==> config.mk <==
export PLATFORM = sky130hd
export DESIGN_NAME = sprite_move_gen
export DESIGN_NICKNAME = d
export VERILOG_FILES = /design/src/rtl/sprite_move_gen.sv
export SDC_FILE = /design/constraint.sdc
export NUM_CORES = 1
export LEC_CHECK = 0
export ABC_AREA = 1
export CAP_MARGIN = 0
export CORE_UTILIZATION = 35
export CTS_CLUSTER_DIAMETER = 40
export DETAILED_ROUTE_END_ITERATION = 8
export SYNTH_ARGS = -nofsm -noshare
export SYNTH_HDL_FRONTEND = slang
export SYNTH_SLANG_ARGS = --single-unit
==> constraint.sdc <==
create_clock -name clk -period 2.5 [get_ports clk]
set_input_delay 0.75 -clock clk [delete_from_list [all_inputs] [get_ports clk]]
set_output_delay 0.75 -clock clk [all_outputs]
set_load 0.01 [all_outputs]
==> src/rtl/sprite_move_gen.sv <==
// Per-sprite motion engine: latches keys/collisions over a frame, then per startOfFrame
// rolls back colliding steps, applies one single-axis step and clamps to the play-field.
module sprite_move_gen #(
   parameter int INITIAL_X    = 15,
   parameter int INITIAL_Y    = 48,
   parameter int OBJECT_W     = 32,
   parameter int OBJECT_H     = 32,
   parameter int FRAME_LEFT   = 15,
   parameter int FRAME_RIGHT  = 623,
   parameter int FRAME_TOP    = 48,
   parameter int FRAME_BOTTOM = 464,
   parameter int FRAC_BITS    = 6,
   parameter int SPEED0       = 64,
   parameter int SPEED1       = 96,
   parameter int SPEED2       = 128,
   parameter int SPEED3       = 160
) (
   input  logic               clk,
   input  logic               reset,
   input  logic               startOfFrame,
   input  logic               game_on,
   input  logic               up_direction_key,
   input  logic               down_direction_key,
   input  logic               left_direction_key,
   input  logic               right_direction_key,
   input  logic               collision,
   input  logic [3:0]         HitEdgeCode,
   input  logic [1:0]         speed_level,
   output logic signed [10:0] topLeftX,
   output logic signed [10:0] topLeftY,
   output logic [1:0]         facing,
   output logic               moving
);

   localparam int W = 11 + FRAC_BITS;
   localparam int ONE = 1 << FRAC_BITS;

   localparam logic [2:0] S_IDLE    = 3'd0;
   localparam logic [2:0] S_COLLECT = 3'd1;
   localparam logic [2:0] S_RESOLVE = 3'd2;
   localparam logic [2:0] S_APPLY   = 3'd3;
   localparam logic [2:0] S_LIMIT   = 3'd4;

   localparam logic [1:0] D_DOWN  = 2'b00;
   localparam logic [1:0] D_UP    = 2'b01;
   localparam logic [1:0] D_LEFT  = 2'b10;
   localparam logic [1:0] D_RIGHT = 2'b11;

   localparam logic signed [W-1:0] X_INIT = W'(INITIAL_X * ONE);
   localparam logic signed [W-1:0] Y_INIT = W'(INITIAL_Y * ONE);
   localparam logic signed [W-1:0] X_MIN  = W'(FRAME_LEFT * ONE);
   localparam logic signed [W-1:0] X_MAX  = W'((FRAME_RIGHT - OBJECT_W) * ONE);
   localparam logic signed [W-1:0] Y_MIN  = W'(FRAME_TOP * ONE);
   localparam logic signed [W-1:0] Y_MAX  = W'((FRAME_BOTTOM - OBJECT_H) * ONE);

   logic [2:0]          r_state;
   logic signed [W-1:0] r_x, r_y, r_px, r_py, r_step;
   logic [3:0]          r_keys;   // {up, down, left, right}
   logic [3:0]          r_hit;    // {left, top, right, bottom}
   logic [1:0]          r_facing, r_last_dir;
   logic                r_last_valid, r_moving;

   logic [3:0]          w_keys_now;
   logic signed [W-1:0] w_step;
   logic [1:0]          w_sel_dir;
   logic                w_sel_valid, w_roll_x, w_roll_y, w_clear;

   function automatic logic signed [W-1:0] clamp(input logic signed [W-1:0] v,
                                                 input logic signed [W-1:0] lo,
                                                 input logic signed [W-1:0] hi);
      if (v < lo)      return lo;
      else if (v > hi) return hi;
      else             return v;
   endfunction

   assign w_keys_now = {up_direction_key, down_direction_key, left_direction_key, right_direction_key};

   // Only an obstacle on the side we were heading into undoes the last step.
   assign w_roll_x = r_last_valid && ((r_hit[1] && r_last_dir == D_RIGHT) ||
                                      (r_hit[3] && r_last_dir == D_LEFT));
   assign w_roll_y = r_last_valid && ((r_hit[0] && r_last_dir == D_DOWN) ||
                                      (r_hit[2] && r_last_dir == D_UP));

   // Leaving COLLECT because the game stopped returns to spawn immediately.
   assign w_clear = reset || (r_state == S_IDLE) ||
                    (r_state == S_COLLECT && !startOfFrame && !game_on);

   // NOTE: every always_comb output gets a default first so no latch is inferred.
   always_comb begin
      w_step = W'(SPEED0);
      case (speed_level)
         2'd1:    w_step = W'(SPEED1);
         2'd2:    w_step = W'(SPEED2);
         2'd3:    w_step = W'(SPEED3);
         default: w_step = W'(SPEED0);
      endcase

      w_sel_valid = |r_keys;
      w_sel_dir   = D_DOWN;
      if      (r_keys[3]) w_sel_dir = D_UP;
      else if (r_keys[2]) w_sel_dir = D_DOWN;
      else if (r_keys[1]) w_sel_dir = D_LEFT;
      else if (r_keys[0]) w_sel_dir = D_RIGHT;
   end

   // NOTE: sequential state uses non-blocking assignments so all registers update together.
   always_ff @(posedge clk) begin
      if (w_clear) begin
         r_x          <= X_INIT;
         r_y          <= Y_INIT;
         r_px         <= X_INIT;
         r_py         <= Y_INIT;
         r_step       <= '0;
         r_keys       <= '0;
         r_hit        <= '0;
         r_facing     <= D_DOWN;
         r_last_dir   <= D_DOWN;
         r_last_valid <= 1'b0;
         r_moving     <= 1'b0;
         r_state      <= (!reset && r_state == S_IDLE && game_on) ? S_COLLECT : S_IDLE;
      end else begin
         case (r_state)
            S_COLLECT: begin
               r_keys <= r_keys | w_keys_now;
               if (collision) r_hit <= r_hit | HitEdgeCode;
               if (startOfFrame) r_state <= S_RESOLVE;
            end
            S_RESOLVE: begin
               if (w_roll_x) r_x <= r_px;
               if (w_roll_y) r_y <= r_py;
               r_hit   <= '0;
               r_step  <= w_step;
               r_state <= S_APPLY;
            end
            S_APPLY: begin
               r_px <= r_x;
               r_py <= r_y;
               if (w_sel_valid) begin
                  case (w_sel_dir)
                     D_UP:    r_y <= r_y - r_step;
                     D_DOWN:  r_y <= r_y + r_step;
                     D_LEFT:  r_x <= r_x - r_step;
                     default: r_x <= r_x + r_step;
                  endcase
                  r_facing <= w_sel_dir;
               end
               r_last_dir   <= w_sel_dir;
               r_last_valid <= w_sel_valid;
               r_moving     <= w_sel_valid;
               r_keys       <= '0;
               r_state      <= S_LIMIT;
            end
            S_LIMIT: begin
               r_x     <= clamp(r_x, X_MIN, X_MAX);
               r_y     <= clamp(r_y, Y_MIN, Y_MAX);
               r_state <= game_on ? S_COLLECT : S_IDLE;
            end
            default: r_state <= S_IDLE;
         endcase
      end
   end

   assign topLeftX = r_x[W-1:FRAC_BITS];
   assign topLeftY = r_y[W-1:FRAC_BITS];
   assign facing   = r_facing;
   assign moving   = r_moving;

endmodule
# --- Word level (Yosys, flattened, before mapping) ---
# Index checks and enable logic that the tools add are counted.
# Widths: inputs -> output; s select.
totals:
  word_cells: 96
  ff_bits: 101
  output_inout_bits: 25
op_classes:
  muxes: 25
  eq_ne: 21
  n_reduce_logical: 29
  order_cmp: 4
  add_sub_neg: 4
  n_bitwise: 2
ops:
  columns: ["op", "n"]
  rows:
  - ["$mux 17", 8]
  - ["$pmux 17 s3", 2]
  - ["$pmux 17 s2", 2]
  - ["$add 17x17->17", 2]
  - ["$sub 17x17->17", 2]
  - ["$pmux 8 s3", 1]
  - ["$gt 17x16->1 const B", 1]
  - ["$gt 17x17->1 const B", 1]
  - ["$lt 17x11->1 const B", 1]
  - ["$lt 17x13->1 const B", 1]
  - ["$pmux 4 s2", 2]
  - ["$ne 3x3->1 const B", 4]
  - ["$pmux 3 s4", 1]
  - ["$eq 2x2->1 const B", 5]
  - ["$logic_and 1x1->1", 10]
  - ["$ne 2x2->1 const B", 5]
  - ["$reduce_and 5->1", 2]
  - ["$mux 2", 4]
  - ["$or 4x4->4", 2]
  - ["$eq 2x1->1 const B", 3]
  - ["$eq 3x2->1 const B", 2]
  - ["$mux 3", 2]
  - ["$logic_not 2->1", 2]
  - ["$logic_or 1x1->1", 4]
  - ["11 further kinds", 16]

# --- Depth between registers and ports, before layout ---
logic_depth:
  ltp_word: 9
  depth_mapped: 20
  depth_no_buf: 19

# --- Worst setup path before layout ---
# No wires, ideal clock.
synth_path:
  path_type: "flip-flop to flip-flop"
  from: "register r_step[5]"
  to: "register r_x[15]"
  stages_incl_launch_ff: 16
  path_slack_ns: 0.233
  required_time_ns: 2.381
  n_path_buf: 0
  setup_ns: 0.119
  t_arrival_ns: 2.148
  period_less_slack_ns: 2.267
  cell_sequence: "dfxtp_1 > inv_1 > ha_1 > ha_1 > inv_1 > nand2_1 > ha_1 > a21oi_1 > o21ai_0 > a21oi_1 > o21ai_0 > nand2_1 > nand2_1 > nand2_1 > nand3_1 > a21oi_1"
synth_between:
  elab_chain_cells: 4
synth_lines:
  columns: ["element", "line_no", "rtl"]
  rows:
  - ["from (decl)", "57", "logic signed [W-1:0] r_x, r_y, r_px, r_py, r_step;"]
  - ["from (signal assigned)", "132", "r_step <= w_step;"]
  - ["$add 17x17->17 or $sub 17x17->17 (tied branches)", "143, 142", null]
  - ["$pmux 17 s2 (*)", "139", "case (w_sel_dir)"]
  - ["$mux 17 (*)", "138", "if (w_sel_valid) begin"]
  - ["$pmux 17 s3 (*)", "122", "case (r_state)"]
  - ["to (signal assigned)", "129", "if (w_roll_x) r_x <= r_px;"]
  - ["to (signal assigned)", "142", "D_LEFT: r_x <= r_x - r_step;"]
  - ["to (signal assigned)", "143", "default: r_x <= r_x + r_step;"]
  - ["to (decl)", "57", null]
# Mark *: on every way between the ends. The rest lies on a longest branch, timed or not. The select of a mux whose other input is x is not followed.
# A chain may end at the register's enable or synchronous reset.

# --- Final worst setup path ---
layout_path:
  from: "register r_step[5]"
  to: "register r_y[16]"
layout_between:
  elab_chain_cells: 4
layout_lines:
  columns: ["element", "line_no", "rtl"]
  rows:
  - ["$add 17x17->17 or $sub 17x17->17 (tied branches)", "141, 140", null]
  - ["$pmux 17 s2 (*)", "139", null]
  - ["$mux 17 (*)", "138", null]
  - ["$pmux 17 s3 (*)", "122", null]
  - ["to (signal assigned)", "130", "if (w_roll_y) r_y <= r_py;"]
  - ["to (signal assigned)", "140", "D_UP: r_y <= r_y - r_step;"]
  - ["to (signal assigned)", "141", "D_DOWN: r_y <= r_y + r_step;"]
  - ["to (decl)", "57", null]
# Marks and branches as above.

==> impl_metrics.ini <==
[outcome]
status = finished clean

[yosys]
synth_xor_area_share_pct = 0.712
syn-num-nets = 743
synth_common_cells = 183 x nand2_1, 84 x dfxtp_1, 75 x a21oi_1, 67 x inv_1, 55 x nand3_1
synthMuxAreaShare_pct = 0
ys_warn_count = 0
synth_compound_area_share_pct = 19.0
synth_area_sq_um = 4920
postSynthCellCount = 707
yosysTopAreaCell = dfxtp_1
yosysSeqAreaShare_pct = 36.0
synth-seq-cells = 87
synthArstFlopShare_pct = 0
syn_area_per_cell_sq_um = 6.96
synth_ff_type = dfxtp_1
synth_fa_ha_area_share_pct = 5.49
synth_top_area_share_pct = 34.2
synth_area_leaders = dfxtp_1 34%, nand2_1 14%, a21oi_1 7.6%
synth_most_common_cell = nand2_1
synthDistinctLibCells = 46
synth_top_family_by_area = simple AND/OR/NAND/NOR gates
synthSimpleGateAreaFrac_pct = 27.6
synth-edff-count = 3

[sta]
fmax_mhz = 428
period_minus_slack_ns = 2.33
hold_viol = 0
worstMarginPinSlew_ns = 0.528
period_share_pct = 93.4
maxSlewViolCount = 0
slew_headroom_pct = 64.4
setup_viol = 0
worst_slack_ns = 0.165
skew_ns = 0.00672

[power_and_ir_drop]
p_total_w = 0.00298
power_density_nw_per_um2 = 512
p_leak_nw = 2.39
internal_power_w = 0.00225
p_clk_share_pct = 44.5
p_sw_share_pct = 24.6
p_sw_w = 0.000733
ir_drop_v = 0.000302
combPwrFrac_pct = 8.1
seqPwrFrac_pct = 47.4

[placement]
port-buffer-count = 39
dpl.cell_count = 896
dp_hpwl_mm = 9.29
place.gp.congestion = 0.926
dp_worst_setup_slack_ns = -0.0191

[final_layout]
fillers = 1383
diodes = 0
multi_input_area_sq_um = 2700
fin_util_pct = 43.3
nets = 768
drive_gt1_share_pct = 10.6
stdcell_count = 913
area_delta_synth_final_pct = 18.4
seqCellArea_sq_um = 1770

[setup_path]
cp_top_family = simple AND/OR/NAND/NOR gates
reg2reg_setup_slack_ns = 0.17
worstPathCellList = inv_2 -> ha_2 -> ha_4 -> nand2_1 -> o21ai_1 -> ha_1 -> nand2_2 -> nor2_2 -> nor2_2 -> nor2_1 -> nand3_1 -> nand2_1 -> nand2_1 -> nand2_2 -> nand2_1 -> nand3_1 -> nand3_1 -> a21oi_1
reg2reg_to = r_y[16]
cp_common_cell = nand2_1
max_stage_delay_ns = 0.36
critPathLaunchType = flip-flop
r2r_cells = 18
cpMaxStageDelayCell = ha_1
cp.required_ns = 2.79
critPathArrivalTime_ns = 2.62
rr_startpoint = r_step[5]
critical_path.max_fanout = 4
crit_end = r_y[16]
path_buf_inv = 1
cp-end-kind = flip-flop
path_depth = 18
critical_path_class = reg2reg
startpoint = r_step[5]

[drt]
detail-route-antenna-nets = 0
wl_met2_mm = 6.15
vias = 4700
top_layer_used = met4
wl_met3_um = 574
viasPerCell = 5.15
drt_wl_total_mm = 13.1
post_drt_wl_per_cell_um = 14.4
met1_length_mm = 6.20
drt_pass1_iterations = 5
drc = 0
first_iter_violations = 343

[clock_network]
cts_root_buf = clkbuf_16
clock_sinks = 87
cts_made_buffers = 9
path_clk_slew_ns = 0.07
cts_hold_buf = 0
clk_latency_ns = 0.35
cts_max_level = 3
cts_max_path_buffers = 2
cts_tree = done

[global_route]
antenna_found_initial = 0
grt_max_degree = 44
gr-total-overflow = 0
grt_usage_pct = 18.7
grt_pass1_wl_mm = 21.4
grt_pass1_vias = 4336

[die]
core-area_sq_um = 13500
die_width_um = 121
die_y_um = 121
start_util_pct = 36.6
fp.dieArea_sq_um = 14500
rows = 42
io_pins = 40

[flow_run]
cap_violations = 0

[hold_path]
hp-class = reg2reg
how the worst min path moves through the flow:
| stage | endpoint | from | cells past startpoint | slack [ns] |
|---|---|---|---|---|
| final | r_hit[3] | r_hit[3] | 2 | 0.46 |
| after detailed placement | r_py[9] | r_py[9] | 2 | 0.45 |
| after floorplan | r_hit[2] | r_hit[2] | 2 | 0.43 |
| after global routing | r_px[10] | r_px[10] | 2 | 0.48 |
| after CTS | r_py[9] | r_py[9] | 2 | 0.46 |
| after global placement | r_hit[2] | r_hit[2] | 2 | 0.44 |
placed cells by master, fill, tap and decap left out, types with 16 or more instances in the layout:
| master | synthesis | layout |
|---|---|---|
| nand2_1 | 183 | 176 |
| nand3_1 | 55 | 54 |
| ha_1 | 20 | 16 |
| buf_4 | 22 | 17 |
| nor2_1 | 51 | 48 |
| clkdlybuf4s50_1 | 0 | 39 |
| o21ai_0 | 42 | 38 |
| dfxtp_1 | 84 | 83 |
| a21oi_1 | 75 | 73 |
| inv_1 | 67 | 66 |
logic make-up after synthesis:
family,Yosys count
AOI/OAI and AO/OA,160
xor gates and xnor gates,4
DFF,87
and+or+nand+nor,317
buffers and inverters,118
adders and majority gates,21
metal layers:
metal,up-vias,track usage [%]
met5,-,0
met4,0,6.79
met3,12,3.07
met2,113,30.6
met1,2191,24.8
li1,2384,-
sequential cells by signal (all words and copies together) (netlist names):
register    count
r_last_dir      2
r_step          3
r_state         3
moving          1
r_hit           4
r_y            17
r_py           17
facing          2
r_x            17
r_px           17
r_keys          4
worst min-delay path: stages, from the launching register on:
cell,delay (ns)
dfxtp_1,0.29
inv_1,0.06
a21oi_1,0.06
layout make-up:
cell class	count	area share [%]
repair buffers	58	9.58
flip-flops and latches	87	30.4
well taps	176	3.78
clock inverters	4	0.473
inverters	74	4.81
clock buffers	12	4.60
multi-input cells	502	46.3
metrics by stage:
stage | TNS (ns) | cell area, sq um | hold WS [ns]
after floorplan | 0 | 4920 | 0.426
after global placement | 0 | 5420 | 0.438
after detailed placement | -0.0191 | 5420 | 0.452
after CTS | 0 | 5720 | 0.462
after global routing | -0.0306 | 5820 | 0.477
final | 0 | 5820 | 0.458
power groups by stage:
stage | clock [W] | sequential [W] | combinational, W
floorplan | 0 | 0.00144 | 0.000151
global placement | 0 | 0.00145 | 0.000230
detailed placement | 0 | 0.00145 | 0.000234
CTS | 0.00136 | 0.00141 | 0.000235
global route | 0.00141 | 0.00142 | 0.000266
finish | 0.00133 | 0.00142 | 0.000242
repair_timing:
item / in CTS / in global routing
resized for setup: 1 / 26
setup endpoints to repair: 2 / 15
setup buffers: 0 / 1
pin swaps: 0 / 6
Note: power is estimated with default switching activity, not from simulation.
